$ cat config.mk
export PLATFORM = sky130hd
export DESIGN_NAME = pipe_reg_slice
export DESIGN_NICKNAME = d
export VERILOG_FILES = /design/src/rtl/pipe_reg_slice.sv
export SDC_FILE = /design/constraint.sdc
export NUM_CORES = 1
export LEC_CHECK = 0
export CORE_MARGIN = 2
export CORE_UTILIZATION = 40
export DETAILED_ROUTE_END_ITERATION = 12
export PLACE_DENSITY_LB_ADDON = 0.2
export SLEW_MARGIN = 10
export SYNTH_ARGS = -nofsm -noshare
export SYNTH_HDL_FRONTEND = slang
export SYNTH_SLANG_ARGS = --single-unit
$ cat constraint.sdc
create_clock -name clk -period 1.86 [get_ports clk]
set_input_delay 0.279 -clock clk [delete_from_list [all_inputs] [get_ports clk]]
set_output_delay 0.279 -clock clk [all_outputs]
set_load 0.01 [all_outputs]
$ cat src/rtl/pipe_reg_slice.sv
// Elastic valid/ready pipeline register: DEPTH stages of WIDTH bits with collapsing
// bubbles, a synchronous flush and an occupancy count for hazard/stall logic.
module pipe_reg_slice #(
    parameter int               WIDTH       = 32,
    parameter int               DEPTH       = 2,
    parameter logic [WIDTH-1:0] RESET_VALUE = '0
) (
    input  logic                       clk,
    input  logic                       reset_n,
    input  logic                       flush,
    input  logic                       in_valid,
    output logic                       in_ready,
    input  logic [WIDTH-1:0]           in_data,
    output logic                       out_valid,
    input  logic                       out_ready,
    output logic [WIDTH-1:0]           out_data,
    output logic [$clog2(DEPTH+1)-1:0] count
);
    localparam int CW = $clog2(DEPTH+1);

    generate
        if (DEPTH < 1 || DEPTH > 8) begin : g_bad_depth
            $error("pipe_reg_slice: DEPTH must be in 1..8");
        end
        if (WIDTH < 1 || WIDTH > 64) begin : g_bad_width
            $error("pipe_reg_slice: WIDTH must be in 1..64");
        end
    endgenerate

    logic [DEPTH-1:0] v_q, v_d;
    logic [WIDTH-1:0] d_q   [DEPTH];
    logic [WIDTH-1:0] d_d   [DEPTH];
    logic [DEPTH-1:0] src_v;
    logic [WIDTH-1:0] src_d [DEPTH];
    logic [DEPTH:0]   en;
    logic [CW-1:0]    count_q, count_d;
    logic             in_xfer, out_xfer;

    genvar gi;
    generate
        for (gi = 0; gi < DEPTH; gi++) begin : g_src
            if (gi == 0) begin : g_head
                assign src_v[gi] = in_valid;
                assign src_d[gi] = in_data;
            end else begin : g_link
                assign src_v[gi] = v_q[gi-1];
                assign src_d[gi] = d_q[gi-1];
            end
        end
    endgenerate

    // Ready ripples back from the output; an empty stage always advances, so gaps collapse.
    always_comb begin
        en        = '0;
        en[DEPTH] = out_ready;
        for (int i = DEPTH - 1; i >= 0; i--) begin
            en[i] = !v_q[i] | en[i+1];
        end
    end

    assign in_ready  = en[0] & ~flush;
    assign out_valid = v_q[DEPTH-1];
    assign out_data  = d_q[DEPTH-1];
    assign count     = count_q;
    assign in_xfer   = in_valid & in_ready;
    assign out_xfer  = out_valid & out_ready;

    always_comb begin
        v_d = v_q;
        d_d = d_q;
        for (int i = 0; i < DEPTH; i++) begin
            if (flush) begin
                v_d[i] = 1'b0;
            end else if (en[i]) begin
                v_d[i] = src_v[i];
                if (src_v[i]) begin
                    d_d[i] = src_d[i];
                end
            end
        end
    end

    always_comb begin
        count_d = count_q;
        if (flush) begin
            count_d = '0;
        end else if (in_xfer && !out_xfer) begin
            count_d = count_q + CW'(1);
        end else if (out_xfer && !in_xfer) begin
            count_d = count_q - CW'(1);
        end
    end

    always_ff @(posedge clk or negedge reset_n) begin
        if (!reset_n) begin
            v_q     <= '0;
            count_q <= '0;
            for (int i = 0; i < DEPTH; i++) begin
                d_q[i] <= RESET_VALUE;
            end
        end else begin
            v_q     <= v_d;
            count_q <= count_d;
            d_q     <= d_d;
        end
    end
endmodule

==> run summary, run 1 <==
non-filler cells, final = 352
post-synth top area share = 56.1%
Overflow after GRT = 0
post-route ant nets = 0
largest net degree at the start of global routing = 69
Row Count = 31
Startpoint Class = input pin
GRT met1 Usage = 18.9%
Tot GR Track Use = 13.8%
WL per Instance = 14.3 um
antenna cells = 0
cell taking the most area after synthesis = dfrtp_1
Internal Power = 3.18 mW
Hold Violations, Final = 0
Switching Power = 1.05 mW
Worst EP required = 2.08 ns
clk sinks = 68
Synth top cells by count = 68 x dfrtp_1, 32 x buf_4, 31 x mux2_2, 29 x mux2_4, 7 x nor2_1
RSZ-0062 raised after global routing = no
Clock power frac = 26.7%
Post-synth EDFFs = 0
pre-CTS WS = -0.174 ns
Yosys reg bits = 68
Synth Instances = 195
CORE AREA = 0.00729 mm2
nets = 285
Slew @ Worst Pin = 0.365 ns
Period minus WS final = 1.67 ns
R2R setup slack = 0.23 ns
Worst VDD drop = 0.627 mV
CTS tree = done
post-synthesis cell type count = 23
Post-synth top flop = dfrtp_1
Placed Cells incl. Taps = 335
sequential fraction of the synthesis area = 56.1%
initial core utilization = 41.6%
Sequential Power Share = 46.6%
clk_lat worst skew = 0.33 ns
GP Congestion = 0.810
Slew Viols, Final = 0
total CTS buffers = 9
top cells by area, synth = dfrtp_1 56%, mux2_4 14%, mux2_2 12%
run status = finished clean
syn avg cell area = 15.6 um2
global route hottest layer = met2
die area = 0.00830 mm2
first-pass GRT wire length = 8740 um
IO Pins = 73
fmax = 600 MHz
die height = 91.1 um
endpoints failing setup = 0
met3 usage = 4.81%
Reg2Reg Launch Point = v_q[1]
endpoint class of the critical path = flip-flop
Detail Placement HPWL = 3350 um
Final Skew = 0.00465 ns
fraction of registers with async set/reset = 100%
Final Power = 4.23 mW
Final period util = 89.6%
most frequent cell after synthesis = dfrtp_1
H-tree depth = 3
drt total wl = 5040 um
crit path from = out_ready
vias post-DR = 1576
depth of the most critical reg-to-reg path = 4
CTS clk-pin slew, worst paths = 0.07 ns
reg2reg end = d_q[51]
Syn Std Cell Area = 0.00304 mm2
initial antenna violation count = 0
Pwr Density = 1100 mW/mm2
Logic pwr share = 26.6%
Max clock buf depth = 2
Max Cap Violations = 0
DRC violations left = 0
critical-path maximum fanout = 17
Via density = 4.48
GR Layer Usage met2 = 19.4%
number of global-route vias before repair = 1744
worst min path class = input pin to async pin
initial DRC count = 51
DR pass1 iterations = 2
final setup margin = 0.193 ns
Mapped Nets = 232
DIE WIDTH = 91.1 um
Syn. warnings = 0
Root Driver = clkbuf_8
Net Sw Frac = 24.9%
kind of critical path = input pin to flip-flop
Worst slew margin = 75.7%
Crit path arrival time = 1.89 ns
area grow syn2layout = 26.8%
Pleak = 1.71 nW
Final Util = 52.8%
PortBufs = 72
layout cells sized above 1 = 35.2%
## layer usage
layer / part of all wire, % / vias to the layer above
li1: - / 742
met1: 48 / 784
met2: 45 / 44
met3: 4.5 / 6
met4: 1.9 / 0
met5: 0 / -
## metrics by stage
stage                     hold slack [ns]  setup TNS, ns  area, um2
after floorplan                   -0.0166              0       3040
after global placement              0.332          -7.54       3650
after detailed placement            0.331          -9.53       3650
after CTS                           0.493              0       3850
after global routing                0.508              0       3850
final                               0.477              0       3850
## layout by cell type, fill, tap and decap left out
cell,netlist,layout
a311o_1,1,1
clkdlybuf4s50_1,0,70
buf_2,0,1
nand2b_1,1,1
dlygate4sd2_1,0,1
or3b_1,1,1
and3b_2,1,1
buf_4,32,4
nor2_1,7,7
bufinv_16,0,1
a21oi_1,1,1
o21ai_0,3,3
and2b_2,1,1
xor2_1,1,1
dfrtp_2,0,1
and3b_1,1,1
or2_2,0,1
nor3b_4,1,1
clkinvlp_4,0,1
buf_12,3,5
mux2_1,4,4
mux2_4,29,29
mux2_2,31,31
a311oi_1,1,1
dlygate4sd3_1,0,1
clkbuf_8,0,9
a21boi_0,1,1
clkinv_2,0,3
clkbuf_1,0,2
nand3_1,1,1
dfrtp_1,68,67
## registers in the layout, indices dropped and copies added (netlist names)
| signal | cells |
|---|---|
| out_data | 32 |
| count | 2 |
| v_q | 2 |
| d_q | 32 |
## cells by family (layout without fill, tap and decap cells)
kind of cell | after synthesis | in the layout | share of synthesized area [%]
muxes | 64 | 64 | 27.3
and+or+nand+nor | 15 | 15 | 3.26
DFF | 68 | 68 | 56.1
buffers and inverters | 40 | 98 | 11.5
AOI/OAI and AO/OA | 7 | 7 | 1.52
xor gates and xnor gates | 1 | 1 | 0.289
## worst max-delay path by stage
stage	to	slack [ns]	cells after the start
final	out_data[31]	0.19	5
after global routing	in_ready	0.14	4
after CTS	out_data[9]	0.19	5
after detailed placement	out_data[9]	-0.17	5
after global placement	out_data[24]	-0.12	5
after floorplan	out_data[10]	0.26	4
## power by group through the flow
stage / combinational [mW] / clock (mW) / sequential (mW)
after detailed placement: 1.14 / 0 / 2.01
after global placement: 1.13 / 0 / 2.00
after CTS: 1.15 / 1.18 / 1.98
final: 1.13 / 1.13 / 1.97
after global routing: 1.21 / 1.25 / 2.02
after floorplan: 0.835 / 0 / 1.95
## cell type report
type | count | area [um2]
Fill cell | 645 | 3440
Clock inverter | 5 | 52.6
Tap cell | 99 | 124
Sequential cell | 68 | 1700
Clock buffer | 11 | 131
Timing Repair Buffer | 82 | 855
Multi-Input combinational cell | 87 | 983
## critical path, stage by stage
cell,delay [ns]
clkdlybuf4s50_1,0.52
and2b_2,0.26
nor3b_4,0.28
buf_12,0.20
mux2_2,0.34
## timing repair
| item | in CTS | in global routing |
|---|---|---|
| endpoints found under the setup margin | 1 | 0 |
| resized for setup | 2 | 0 |
| setup buffers | 0 | 0 |
| endpoints found under the hold margin | 68 | 0 |
| hold buffers | 1 | 0 |
Power figures use the tool's default switching activity.
==> run 2, diff against run 1 <==
Settings changed: PLACE_DENSITY from default to 0.67, PLACE_DENSITY_LB_ADDON 0.2 to default.
==> run summary, run 2 (same netlist as run 1, synthesis figures left out) <==
Placed Cells incl. Taps = 335
vias post-DR = 1605
Max Cap Violations = 0
largest net degree at the start of global routing = 69
endpoints failing setup = 0
initial core utilization = 41.6%
first-pass GRT wire length = 8420 um
CORE AREA = 0.00729 mm2
kind of critical path = flip-flop to flip-flop
total CTS buffers = 9
antenna cells = 0
Worst slew margin = 76.5%
DRC violations left = 0
layout cells sized above 1 = 35.0%
Pleak = 1.70 nW
Pwr Density = 1110 mW/mm2
Root Driver = clkbuf_8
H-tree depth = 3
GP Congestion = 0.713
most frequent cells in the layout = 70 x clkdlybuf4s50_1, 68 x dfrtp_1, 31 x mux2_2
Max clock buf depth = 2
clk sinks = 68
number of global-route vias before repair = 1751
crit-path cells = buf_4 -> and2b_2 -> nor3b_4 -> buf_12 -> mux2_1
Final Power = 4.25 mW
non-filler cells, final = 353
Top Family by Delay on Critical Path = simple AND/OR/NAND/NOR gates
Via density = 4.55
nets = 286
area of the multi-input gates = 983 um2
critical-path maximum fanout = 32
endpoint class of the critical path = flip-flop
Row Count = 31
RSZ-0062 raised after global routing = no
Hold Violations, Final = 0
drt total wl = 5020 um
Detail Placement HPWL = 3300 um
Worst VDD drop = 0.506 mV
post-route ant nets = 0
die height = 91.1 um
fmax = 596 MHz
WP buf/inv = 2
Fill cells = 672
Slew @ Worst Pin = 0.353 ns
DR pass1 iterations = 5
PortBufs = 72
CP max stage cell = dfrtp_1
CTS tree = done
Worst EP required = 2.07 ns
initial antenna violation count = 0
Crit path arrival time = 1.89 ns
die area = 0.00830 mm2
clk_lat worst skew = 0.34 ns
most common cell after layout, fill and taps aside = clkdlybuf4s50_1
crit-path max cell delay = 0.38 ns
IO Pins = 73
Reg area = 0.00170 mm2
WL per Instance = 14.2 um
Slew Viols, Final = 0
Overflow after GRT = 0
Period minus WS final = 1.68 ns
Final period util = 90.2%
run status = finished clean
CTS clk-pin slew, worst paths = 0.08 ns
area grow syn2layout = 26.2%
DIE WIDTH = 91.1 um
Tot GR Track Use = 13.3%
Final Skew = 0.00923 ns
hold_ws = 0.482 ns
Startpoint Class = flip-flop
initial DRC count = 38
worst min path class = input pin to async pin
[run 2: changes by cell type in the layout (fill, tap and decap cells not counted)]
cell and delta:
buf_12 -2, buf_4 +3, dfrtp_2 -1, dfrtp_1 +1
[run 2: final cells by class]
| cell class | instances | share of cell area [%] |
|---|---|---|
| clock buffers | 11 | 3.43 |
| clock inverters | 5 | 1.37 |
| multi-input cells | 87 | 25.7 |
| flip-flops and latches | 68 | 44.4 |
| well taps | 99 | 3.23 |
| repair buffers | 83 | 21.9 |
[run 2: report_power, final]
| group | switching (mW) | internal (mW) | total, mW |
|---|---|---|---|
| clock | 0.541 | 0.613 | 1.15 |
| combinational | 0.357 | 0.758 | 1.12 |
| sequential | 0.173 | 1.80 | 1.98 |
| total | 1.07 | 3.17 | 4.25 |
[run 2: worst paths after layout]
check / cells past startpoint / slack, ns / start / endpoint
max in group asynchronous: 3 / 1.08 / reset_n / d_q[60]
min in group clk: 1 / 0.49 / out_data[2] / out_data[2]
setup / recovery: 5 / 0.18 / v_q[1] / out_data[23]
hold / removal: 3 / 0.48 / reset_n / d_q[35]
setup reg to reg: 5 / 0.18 / v_q[1] / out_data[23]
hold reg to reg: 1 / 0.49 / out_data[2] / out_data[2]
[run 2: worst reg2reg max path, stage by stage (launching register included)]
cell and delay [ns]:
dfrtp_1 0.38, buf_4 0.16, and2b_2 0.22, nor3b_4 0.21
buf_12 0.24, mux2_1 0.35
[run 2: metal layers]
layer,vias to the layer above,wire length (um),global-route usage (%)
met5,-,0,0
met4,0,127,7.58
met3,10,229,3.65
met2,44,2430,20.5
met1,804,2230,16.8
li1,747,-,-
[run 2: timing repair]
action / CTS / global route
endpoints found under the hold margin: 68 / 0
resized for setup: 1 / 0
endpoints found under the setup margin: 1 / 0
hold buffers: 1 / 0
setup buffers: 1 / 0
[run 2: metrics by stage]
step / cell area (um2) / util, % / worst slack, ns / setup TNS, ns
final: 3830 / 52.5 / 0.182 / 0
after global routing: 3830 / 52.5 / 0.0694 / 0
after CTS: 3830 / 52.5 / 0.159 / 0
after detailed placement: 3630 / 49.8 / -0.141 / -7.65
after global placement: 3630 / 49.8 / -0.119 / -6.52
after floorplan: 3040 / - / 0.264 / 0
==> run 3, diff against run 2 <==
Settings changed: CTS_CLUSTER_SIZE from default to 8.
==> results of run 3 <==
Final layout, timing and power as in run 2 (identical DEF).
